--- src/rtl/cascade_bcd_counter.sv ---
// Cascaded BCD up/down counter with run/stop control and a wrap or one-shot rollover.
// Digits are packed 4 bits each; digit 0 is the least significant.

module cascade_bcd_digit #(
    parameter logic [3:0] MAX = 4'd9
) (
    input  logic [3:0] i_digit,
    input  logic       i_up,
    input  logic       i_en,
    output logic       o_carry,
    output logic [3:0] o_next
);
    logic [3:0] w_adv;

    // Out-of-range digits fold back into [0, MAX] on the next step
    always_comb begin
        o_carry = i_up ? (i_digit == MAX) : (i_digit == 4'd0);
        if (i_up)
            w_adv = (i_digit >= MAX) ? 4'd0 : i_digit + 4'd1;
        else
            w_adv = (i_digit == 4'd0 || i_digit > MAX) ? MAX : i_digit - 4'd1;
        o_next = i_en ? w_adv : i_digit;
    end
endmodule

module cascade_bcd_counter #(
    parameter int                      N_DIGITS  = 4,
    parameter logic [4*N_DIGITS-1:0]   MAX_VALS  = 16'h5959,
    parameter logic [4*N_DIGITS-1:0]   RESET_VAL = '0,
    parameter bit                      WRAP      = 1'b1
) (
    input  logic                  clk,
    input  logic                  reset,
    input  logic                  tick,
    input  logic                  up_dn,
    input  logic                  start,
    input  logic                  stop,
    input  logic                  load,
    input  logic [4*N_DIGITS-1:0] load_val,
    output logic [4*N_DIGITS-1:0] count,
    output logic [N_DIGITS-1:0]   carry,
    output logic                  tc,
    output logic                  done,
    output logic                  running,
    output logic                  expired
);
    typedef enum logic [1:0] {IDLE, RUN, DONE} state_t;

    state_t                  r_state;
    logic [4*N_DIGITS-1:0]   r_count;
    logic                    r_done, r_running, r_expired;
    logic [N_DIGITS-1:0]     w_en;
    logic [4*N_DIGITS-1:0]   w_next;

    // A digit advances only when every lower digit sits at its terminal value
    assign w_en[0] = 1'b1;
    for (genvar i = 1; i < N_DIGITS; i++) begin : g_en
        assign w_en[i] = w_en[i-1] & carry[i-1];
    end

    for (genvar i = 0; i < N_DIGITS; i++) begin : g_dig
        cascade_bcd_digit #(.MAX(MAX_VALS[4*i +: 4])) u_dig (
            .i_digit (r_count[4*i +: 4]),
            .i_up    (up_dn),
            .i_en    (w_en[i]),
            .o_carry (carry[i]),
            .o_next  (w_next[4*i +: 4])
        );
    end

    assign tc      = &carry;
    assign count   = r_count;
    assign done    = r_done;
    assign running = r_running;
    assign expired = r_expired;

    always_ff @(posedge clk or posedge reset) begin
        if (reset) begin
            r_count   <= RESET_VAL;
            r_state   <= IDLE;
            r_done    <= 1'b0;
            r_running <= 1'b0;
            r_expired <= 1'b0;
        end else begin
            r_done <= 1'b0;
            if (load) begin
                r_count   <= load_val;
                r_state   <= IDLE;
                r_running <= 1'b0;
                r_expired <= 1'b0;
            end else begin
                case (r_state)
                    IDLE: if (start && !stop) begin
                        r_state   <= RUN;
                        r_running <= 1'b1;
                    end
                    RUN: if (stop) begin
                        r_state   <= IDLE;
                        r_running <= 1'b0;
                    end else if (tick) begin
                        r_done <= tc;
                        // One-shot mode freezes the terminal count instead of wrapping
                        if (tc && !WRAP) begin
                            r_state   <= DONE;
                            r_running <= 1'b0;
                            r_expired <= 1'b1;
                        end else begin
                            r_count <= w_next;
                        end
                    end
                    DONE: ;
                    default: begin
                        r_state   <= IDLE;
                        r_running <= 1'b0;
                        r_expired <= 1'b0;
                    end
                endcase
            end
        end
    end
endmodule

--- config.mk ---
export PLATFORM = sky130hd
export DESIGN_NAME = cascade_bcd_counter
export DESIGN_NICKNAME = d
export VERILOG_FILES = /design/src/rtl/cascade_bcd_counter.sv
export SDC_FILE = /design/constraint.sdc
export NUM_CORES = 1
export LEC_CHECK = 0
export ABC_AREA = 1
export CAP_MARGIN = 25
export CORE_MARGIN = 1
export CORE_UTILIZATION = 54
export DETAILED_ROUTE_END_ITERATION = 16
export PLACE_DENSITY_LB_ADDON = 0.25
export SYNTH_ARGS = -nofsm -noshare
export SYNTH_HDL_FRONTEND = slang
export SYNTH_SLANG_ARGS = --single-unit
--- constraint.sdc ---
create_clock -name clk -period 4 [get_ports clk]
set_input_delay 0.4 -clock clk [delete_from_list [all_inputs] [get_ports clk]]
set_output_delay 0.4 -clock clk [all_outputs]
set_load 0.01 [all_outputs]
==> results.yml, run 1 <==
final_layout:
  n_antenna_cell: 0
  stdcell_count: 372
  layout-drive-gt1-share_pct: 9.51
  fill_cells: 311
  nets: 363
  area_growth_pct: 21.4
floorplan:
  die_w_um: 61.7
  num_rows: 21
  dieArea_um2: 3810
  start_util_pct: 57.3
  ios: 47
  core-area_um2: 3360
  dieHeight_um: 61.7
logic_synthesis:
  syn_inst: 294
  syn_nets: 329
  ys_types: 33
  netlist_area_um2: 1930
  yosysWarnings: 0
  synth_top_area_share_pct: 23.4
  ys_ff_latch: 18
  synthTopCellsByArea: "dfrtp_1 23%, nand2_1 15%, nand3_1 12%"
  ys_seq_area_share_pct: 23.4
  avgSynthCellArea_um2: 6.55
  yosysTopAreaCell: "dfrtp_1"
sta:
  setup_tns_ns: 0
  period_needed_ns: 2.92
  setup_slack_ns: 1.08
  max_clock_freq_mhz: 342
  period_share_pct: 73.0
  slew_headroom_pct: 51.9
  hold_viol_final: 0
  drv_slew: 0
  setup_violations: 0
  fin_skew_ns: 0.000776
  rsz0062_at_grt: "no"
  whs_ns: 0.506
  worst_slew_pin_slew_ns: 0.720
cts:
  cts.hold.buffers_added: 0
  cts_root_buf: "clkbuf_4"
  clkLatencyLatePin_ns: 0.30
  clkTransAtPathRegs_ns: 0.11
  post_cts_resized: 0
  cts_setup_buffers: 0
  clock-sinks: 18
  htreeDepth: 1
  cts_tree: "built"
  clock_path_buffers: 2
  cts_buffers: 3
worst_setup_path:
  crit_slowest_cell: "clkdlybuf4s50_1"
  cp_max_fo: 17
  cp.arrival_ns: 2.52
  r2r_slack_ns: 2.23
  critical-path-top-delay-family: "buffers and inverters"
  crit_path_max_incr_delay_ns: 0.78
  timing.rr.end: "count[11]"
  reg2reg_from: "count[0]"
  required_ns: 3.60
  start_kind: "input port"
  worstPathCellList: "clkdlybuf4s50_1 -> inv_4 -> nand3_1 -> nand2_4 -> nand2_1 -> nor2_1 -> clkdlybuf4s50_1"
  reg2regPathDepth: 9
  crit_type: "input port to output pin"
  cp-end-kind: "output pin"
  path_common_cell: "clkdlybuf4s50_1"
  path_buf_inv: 3
drt:
  avgViaCountPerCell: 5.29
  totalWireLength_mm: 4.42
  wl_per_cell_um: 11.9
  vias: 1967
  drcViolationCount: 0
  drtAntennaViolNets: 0
  drtPass1Iterations: 5
  dr.first_iter.drc_count: 127
place:
  gp_congestion: 0.894
  dpl.cell_count: 369
  io_buffers: 45
  pre_cts_ws_ns: 1.12
  dpl.hpwl_mm: 3.30
power:
  power.leakage_nw: 1.14
  p_comb_share_pct: 50.6
  switching_share_pct: 43.0
  p_per_area_nw_per_um2: 304
  p_clk_share_pct: 13.5
  switchingPower_mw: 0.306
  power_mw: 0.712
  pwr-share-seq_pct: 35.9
  ir_drop_mv: 0.178
  p_int_mw: 0.406
global_route:
  grt_pass1_vias: 1728
  grt_max_degree: 36
  grt.total_usage_pct: 25.7
  grt_pass1_wl_mm: 7.38
  antenna_found_initial: 0
  grt-ovfl-total: 0
outcome:
  run_status: "finished, final reports clean"
worst_hold_path:
  hold_class: "input port to asynchronous set/reset pin"
run:
  maxCapViolations: 0
## final cells by class
class / count / area (µm²) / area share, %
clock buffers: 3 / 22.5 / 0.963
inverters: 28 / 111 / 4.76
multi-input cells: 232 / 1250 / 53.3
flip-flops and latches: 18 / 450 / 19.3
well taps: 46 / 57.6 / 2.46
repair buffers: 45 / 450 / 19.3
## worst max-delay path by stage
stage,startpoint,cells after the start,slack [ns],to
after floorplan,count[12],8,2.30,tc
after global placement,up_dn,7,1.12,tc
after global routing,up_dn,7,1.0,tc
final,up_dn,7,1.08,tc
after CTS,up_dn,7,1.11,tc
after detailed placement,up_dn,7,1.12,tc
## registers in the layout (all words and copies together) (netlist names)
name	count
count	16
done	1
running	1
## cells in the mapped netlist
| library cell | count |
|---|---|
| o21ai_0 | 9 |
| nor3_1 | 3 |
| buf_6 | 4 |
| xor2_1 | 3 |
| a21oi_2 | 1 |
| or2_0 | 1 |
| or2_2 | 5 |
| nand3_1 | 48 |
| nand2_2 | 6 |
| inv_4 | 2 |
| nand2_4 | 2 |
| ha_1 | 12 |
| a21oi_1 | 6 |
| inv_1 | 22 |
| nand2_1 | 77 |
| nand3_4 | 2 |
| clkbuf_1 | 2 |
| nand4_1 | 8 |
| nand3_2 | 1 |
| nor2_1 | 34 |
| nor2_4 | 3 |
| xnor2_1 | 3 |
| conb_1 | 1 |
| nand3b_1 | 1 |
| nand4_4 | 1 |
| o21ai_1 | 3 |
| buf_4 | 6 |
| dfrtp_1 | 18 |
| inv_2 | 3 |
| buf_2 | 4 |
| clkinv_2 | 1 |
| o211ai_1 | 1 |
| nor2_2 | 1 |
## power by group through the flow
| stage | logic (mW) | clock network, mW | registers [mW] |
|---|---|---|---|
| final | 0.360 | 0.0961 | 0.256 |
| after global routing | 0.411 | 0.108 | 0.262 |
| after CTS | 0.360 | 0.0988 | 0.255 |
| after detailed placement | 0.359 | 0 | 0.258 |
| after global placement | 0.352 | 0 | 0.258 |
| after floorplan | 0.255 | 0 | 0.251 |
## through the flow
step	instance area, µm²	utilization, %
floorplan	1930	-
finish	2340	69.5
global placement	2320	68.9
CTS	2340	69.5
detailed placement	2320	68.9
global route	2340	69.5
## layer usage
metal	vias up	routed length [µm]	track usage, %	share of wire, %
li1	1011	-	-	-
met1	875	2010	33.1	45
met2	77	2130	44.7	48
met3	4	242	3.11	5.5
met4	0	38	8.57	0.86
met5	-	0	0	0
## cells in the final DEF, fill, tap and decap left out
master           synthesis  layout
a21oi_1                  6       6
a21oi_2                  1       1
clkbuf_4                 0       3
clkdlybuf4s50_1          0      45
clkinv_2                 1       1
conb_1                   1       1
dfrtp_1                 18      18
ha_1                    12      12
inv_1                   22      22
inv_2                    3       3
inv_4                    2       2
nand2_1                 77      77
nand2_2                  6       6
nand2_4                  2       2
nand3_1                 48      48
nand3_2                  1       1
nand3_4                  2       2
nand3b_1                 1       1
nand4_1                  8       8
nand4_4                  1       1
nor2_1                  34      34
nor2_2                   1       1
nor2_4                   3       3
nor3_1                   3       3
o211ai_1                 1       1
o21ai_0                  9       9
o21ai_1                  3       3
or2_0                    1       1
or2_2                    5       5
xnor2_1                  3       3
xor2_1                   3       3
## worst register-to-register path, cell delays in order (launching register included)
cell and delay [ns]:
dfrtp_1 0.47, inv_1 0.15, ha_1 0.27, nand3_4 0.11
nand2_2 0.07, nand2_2 0.07, nor2_4 0.16, nand3_1 0.16
nor2_1 0.17, nor2_1 0.05
## cells by family (layout without fill, tap and decap cells)
logic type / after synthesis / in the layout / share of synthesized area [%]
adders and majority gates: 12 / 12 / 7.80
xor gates and xnor gates: 6 / 6 / 2.73
buffers and inverters: 44 / 76 / 11.9
and+or+nand+nor: 193 / 193 / 48.5
other: 1 / 1 / 0.195
DFF: 18 / 18 / 23.4
AOI/OAI and AO/OA: 20 / 20 / 5.52
(Power assumes the default switching activity.)
==> inputs of run 2 (changes only) <==
Settings changed: CORE_UTILIZATION 54 to 50.
Clock period 4 ns to 3 ns, I/O delays scaled along.
==> results.yml, run 2 (same netlist as run 1, synthesis figures left out) <==
cts:
  htreeDepth: 1
  cts_root_buf: "clkbuf_8"
  clock_path_buffers: 2
  cts_tree: "built"
  clkTransAtPathRegs_ns: 0.07
  cts_setup_buffers: 0
  clkLatencyLatePin_ns: 0.25
  clock-sinks: 18
  cts.hold.buffers_added: 0
  cts_buffers: 3
  post_cts_resized: 0
final_layout:
  area_growth_pct: 23.3
  stdcell_count: 376
  largest_reg_flops: 16
  nets: 365
  n_antenna_cell: 0
  layout-drive-gt1-share_pct: 10.1
  mostFrequentLayoutCell: "nand2_1"
  final_cell_mix: "77 x nand2_1, 48 x nand3_1, 45 x clkdlybuf4s50_1"
  final_cell_area_um2: 2370
drt:
  totalWireLength_mm: 4.37
  vias: 1952
  wl_per_cell_um: 11.6
  dr.first_iter.drc_count: 158
  drcViolationCount: 0
  drtAntennaViolNets: 0
  drtPass1Iterations: 5
  avgViaCountPerCell: 5.19
global_route:
  grt_pass1_wl_mm: 7.42
  grt-ovfl-total: 0
  grt_pass1_vias: 1669
  grt_max_degree: 36
  grt.total_usage_pct: 22.6
  antenna_found_initial: 0
sta:
  fin_skew_ns: 0.00195
  drv_slew: 0
  hold_viol_final: 0
  setup_violations: 0
  worst_slew_pin_slew_ns: 0.760
  period_share_pct: 87.1
  setup_tns_ns: 0
  period_needed_ns: 2.61
  rsz0062_at_grt: "no"
  slew_headroom_pct: 49.3
  max_clock_freq_mhz: 383
worst_setup_path:
  crit_type: "input port to output pin"
  cp_max_fo: 16
  required_ns: 2.70
  start_kind: "input port"
  worstPathCellList: "clkdlybuf4s50_1 -> inv_4 -> nand3_1 -> nand2_4 -> nand2_1 -> nor2_1 -> clkdlybuf4s50_1"
  cp-end-kind: "output pin"
  cp.arrival_ns: 2.31
  crit_slowest_cell: "clkdlybuf4s50_1"
  crit_path_max_incr_delay_ns: 0.70
  path_buf_inv: 3
  path_common_cell: "clkdlybuf4s50_1"
  critical-path-top-delay-family: "buffers and inverters"
power:
  p_per_area_nw_per_um2: 419
  ir_drop_mv: 0.239
  power.leakage_nw: 1.15
floorplan:
  num_rows: 22
  ios: 47
  die_w_um: 64.1
  core-area_um2: 3690
  dieHeight_um: 64.1
  dieArea_um2: 4100
  start_util_pct: 52.2
place:
  placed_area_um2: 2330
  gp_congestion: 0.822
  dpl.hpwl_mm: 3.28
  dpl.cell_count: 373
  io_buffers: 45
worst_hold_path:
  hold_class: "input port to asynchronous set/reset pin"
run:
  maxCapViolations: 0
outcome:
  run_status: "finished, final reports clean"
run 2: final timing paths:
kind | startpoint | end | slack (ns) | cells after the start
setup / recovery | up_dn | tc | 0.39 | 7
hold reg to reg | count[5] | count[5] | 0.57 | 2
hold / removal | reset | count[8] | 0.48 | 2
min in group clk | count[5] | count[5] | 0.57 | 2
setup reg to reg | count[0] | count[11] | 1.27 | 9
max in group asynchronous | reset | count[15] | 2.04 | 2
run 2: report_power, final:
part	internal, mW	leakage [nW]	switching, mW
Clock	0.0893	0.0216	0.0842
Sequential	0.275	0.221	0.0657
Combinational	0.221	0.910	0.261
Total	0.586	1.15	0.410
run 2: area by class of cell:
class                           instances  area (µm²)
Fill cell                             343        1310
Multi-Input combinational cell        232        1250
Timing Repair Buffer                   47         465
Sequential cell                        18         450
Inverter                               28         111
Tap cell                               48        60.1
Clock buffer                            3        41.3
run 2: worst register-to-register path, stage by stage, from the launching register on:
cell	delay, ns
dfrtp_1	0.44
inv_1	0.13
ha_1	0.27
nand3_4	0.10
nand2_2	0.07
nand2_2	0.07
nor2_4	0.17
nand3_1	0.16
nor2_1	0.17
nor2_1	0.05
run 2: through the flow:
| stage | power (mW) | hold WS, ns | utilization, % | setup slack [ns] |
|---|---|---|---|---|
| 2_1_floorplan | 0.675 | 0.239 | - | 1.40 |
| 3_3_place_gp | 0.819 | 0.550 | 63.3 | 0.425 |
| 3_5_place_dp | 0.825 | 0.558 | 63.3 | 0.402 |
| 4_1_cts | 0.999 | 0.514 | 64.4 | 0.397 |
| 5_1_grt | 1.08 | 0.563 | 64.4 | 0.247 |
| 6_report | 0.996 | 0.483 | 64.4 | 0.388 |
run 2: per-layer routing:
layer  part of all wire (%)  vias up  track usage [%]
met5                      0        -                0
met4                   0.69        0             5.11
met3                    4.4        4             2.32
met2                     47       55             39.1
met1                     48      879             30.1
li1                       -     1014                -
==> inputs of run 3 (changes only) <==
Settings changed: SETUP_SLACK_MARGIN set to 0.3.
==> results.yml, run 3 (same netlist as run 1, synthesis figures left out) <==
outcome:
  run_status: "finished, final reports clean"
floorplan:
  dieArea_um2: 4100
  dieHeight_um: 64.1
  die_w_um: 64.1
  start_util_pct: 52.2
  core-area_um2: 3690
  num_rows: 22
  ios: 47
cts:
  cts_tree: "built"
  cts_setup_buffers: 0
  clkTransAtPathRegs_ns: 0.07
  clock_path_buffers: 2
  cts_buffers: 3
  clkLatencyLatePin_ns: 0.25
  clock-sinks: 18
  htreeDepth: 1
  cts.hold.buffers_added: 0
  cts_root_buf: "clkbuf_8"
final_layout:
  multi_input_area_um2: 1250
  nets: 365
  final_cell_mix: "77 x nand2_1, 48 x nand3_1, 44 x clkdlybuf4s50_1"
  n_antenna_cell: 0
  final-seq-area_um2: 450
  mostFrequentLayoutCell: "nand2_1"
  layout-drive-gt1-share_pct: 10.1
  area_growth_pct: 23.5
  fill_cells: 342
  largest_reg_flops: 16
global_route:
  antenna_found_initial: 0
  grt_pass1_vias: 1669
  grt-ovfl-total: 0
  grt.total_usage_pct: 22.6
  grt_max_degree: 36
  grt_pass1_wl_mm: 7.42
worst_hold_path:
  hold_class: "input port to asynchronous set/reset pin"
worst_setup_path:
  reg2reg_from: "count[0]"
  crit_path_max_incr_delay_ns: 0.53
  startpoint: "count[12]"
  crit_type: "register to output pin"
  worstPathCellList: "inv_1 -> ha_1 -> nand2_1 -> nor2_1 -> nor2_1 -> a21oi_2 -> nand2_1 -> nor2_1 -> clkdlybuf4s50_1"
  r2r_slack_ns: 1.27
  path_buf_inv: 2
  required_ns: 2.70
  reg2regPathDepth: 9
  path_common_cell: "nor2_1"
  start_kind: "register"
  cp-end-kind: "output pin"
  critical-path-top-delay-family: "buffers and inverters"
  cp.arrival_ns: 2.15
  timing.rr.end: "count[11]"
  cp_max_fo: 7
  crit_slowest_cell: "clkdlybuf4s50_1"
sta:
  hold_viol_final: 0
  fin_skew_ns: 0.00196
  setup_slack_ns: 0.554
  max_clock_freq_mhz: 409
  setup_violations: 0
  worst_slew_pin_slew_ns: 0.760
  period_share_pct: 81.5
  drv_slew: 0
  rsz0062_at_grt: "no"
  period_needed_ns: 2.45
  setup_tns_ns: 0
  slew_headroom_pct: 49.3
drt:
  dr.first_iter.drc_count: 158
  vias: 1954
  avgViaCountPerCell: 5.20
  totalWireLength_mm: 4.38
  drcViolationCount: 0
  drtPass1Iterations: 5
  wl_per_cell_um: 11.6
  drtAntennaViolNets: 0
power:
  power_mw: 0.996
  ir_drop_mv: 0.239
  p_per_area_nw_per_um2: 419
  power.leakage_nw: 1.16
place:
  dpl.hpwl_mm: 3.28
  io_buffers: 45
  pre_cts_ws_ns: 0.402
  gp_congestion: 0.822
run:
  maxCapViolations: 0
[run 3: cell count changes in the layout (fill, tap and decap cells not counted)]
cell / before / now
clkdlybuf4s50_1: 45 / 44
dlymetal6s2s_1: 0 / 1
[run 3: layer usage]
layer	GRT usage (%)	wire (µm)
met5	0	0
met3	2.32	194
met1	30.1	2080
met4	5.11	30
met2	39.1	2070
[run 3: where the power goes]
| group | total [mW] | internal, mW | switching [mW] |
|---|---|---|---|
| clock network | 0.173 | 0.0893 | 0.0841 |
| registers | 0.341 | 0.275 | 0.0656 |
| logic | 0.482 | 0.221 | 0.261 |
| total | 0.996 | 0.586 | 0.411 |
[run 3: worst max-delay path by stage]
stage,end,depth (start not counted)
floorplan,tc,8
global placement,tc,7
detailed placement,tc,7
CTS,tc,7
global route,tc,9
finish,tc,9
[run 3: area by class of cell]
| cell class | instances | area share (%) |
|---|---|---|
| flip-flops and latches | 18 | 18.9 |
| multi-input cells | 232 | 52.4 |
| repair buffers | 47 | 19.7 |
| clock buffers | 3 | 1.74 |
| inverters | 28 | 4.68 |
| well taps | 48 | 2.53 |
[run 3: timing repair]
action | CTS | global route
endpoints found under the hold margin | 0 | 0
resized for setup | 0 | 1
setup endpoints to repair | 0 | 1
[run 3: per-stage QoR]
| stage | utilization (%) | instances | hold WS (ns) | area, µm² |
|---|---|---|---|---|
| after floorplan | - | 294 | 0.239 | 1930 |
| after global placement | 63.3 | 373 | 0.550 | 2330 |
| after detailed placement | 63.3 | 373 | 0.558 | 2330 |
| after CTS | 64.4 | 376 | 0.514 | 2370 |
| after global routing | 64.5 | 376 | 0.563 | 2380 |
| final | 64.5 | 376 | 0.483 | 2380 |
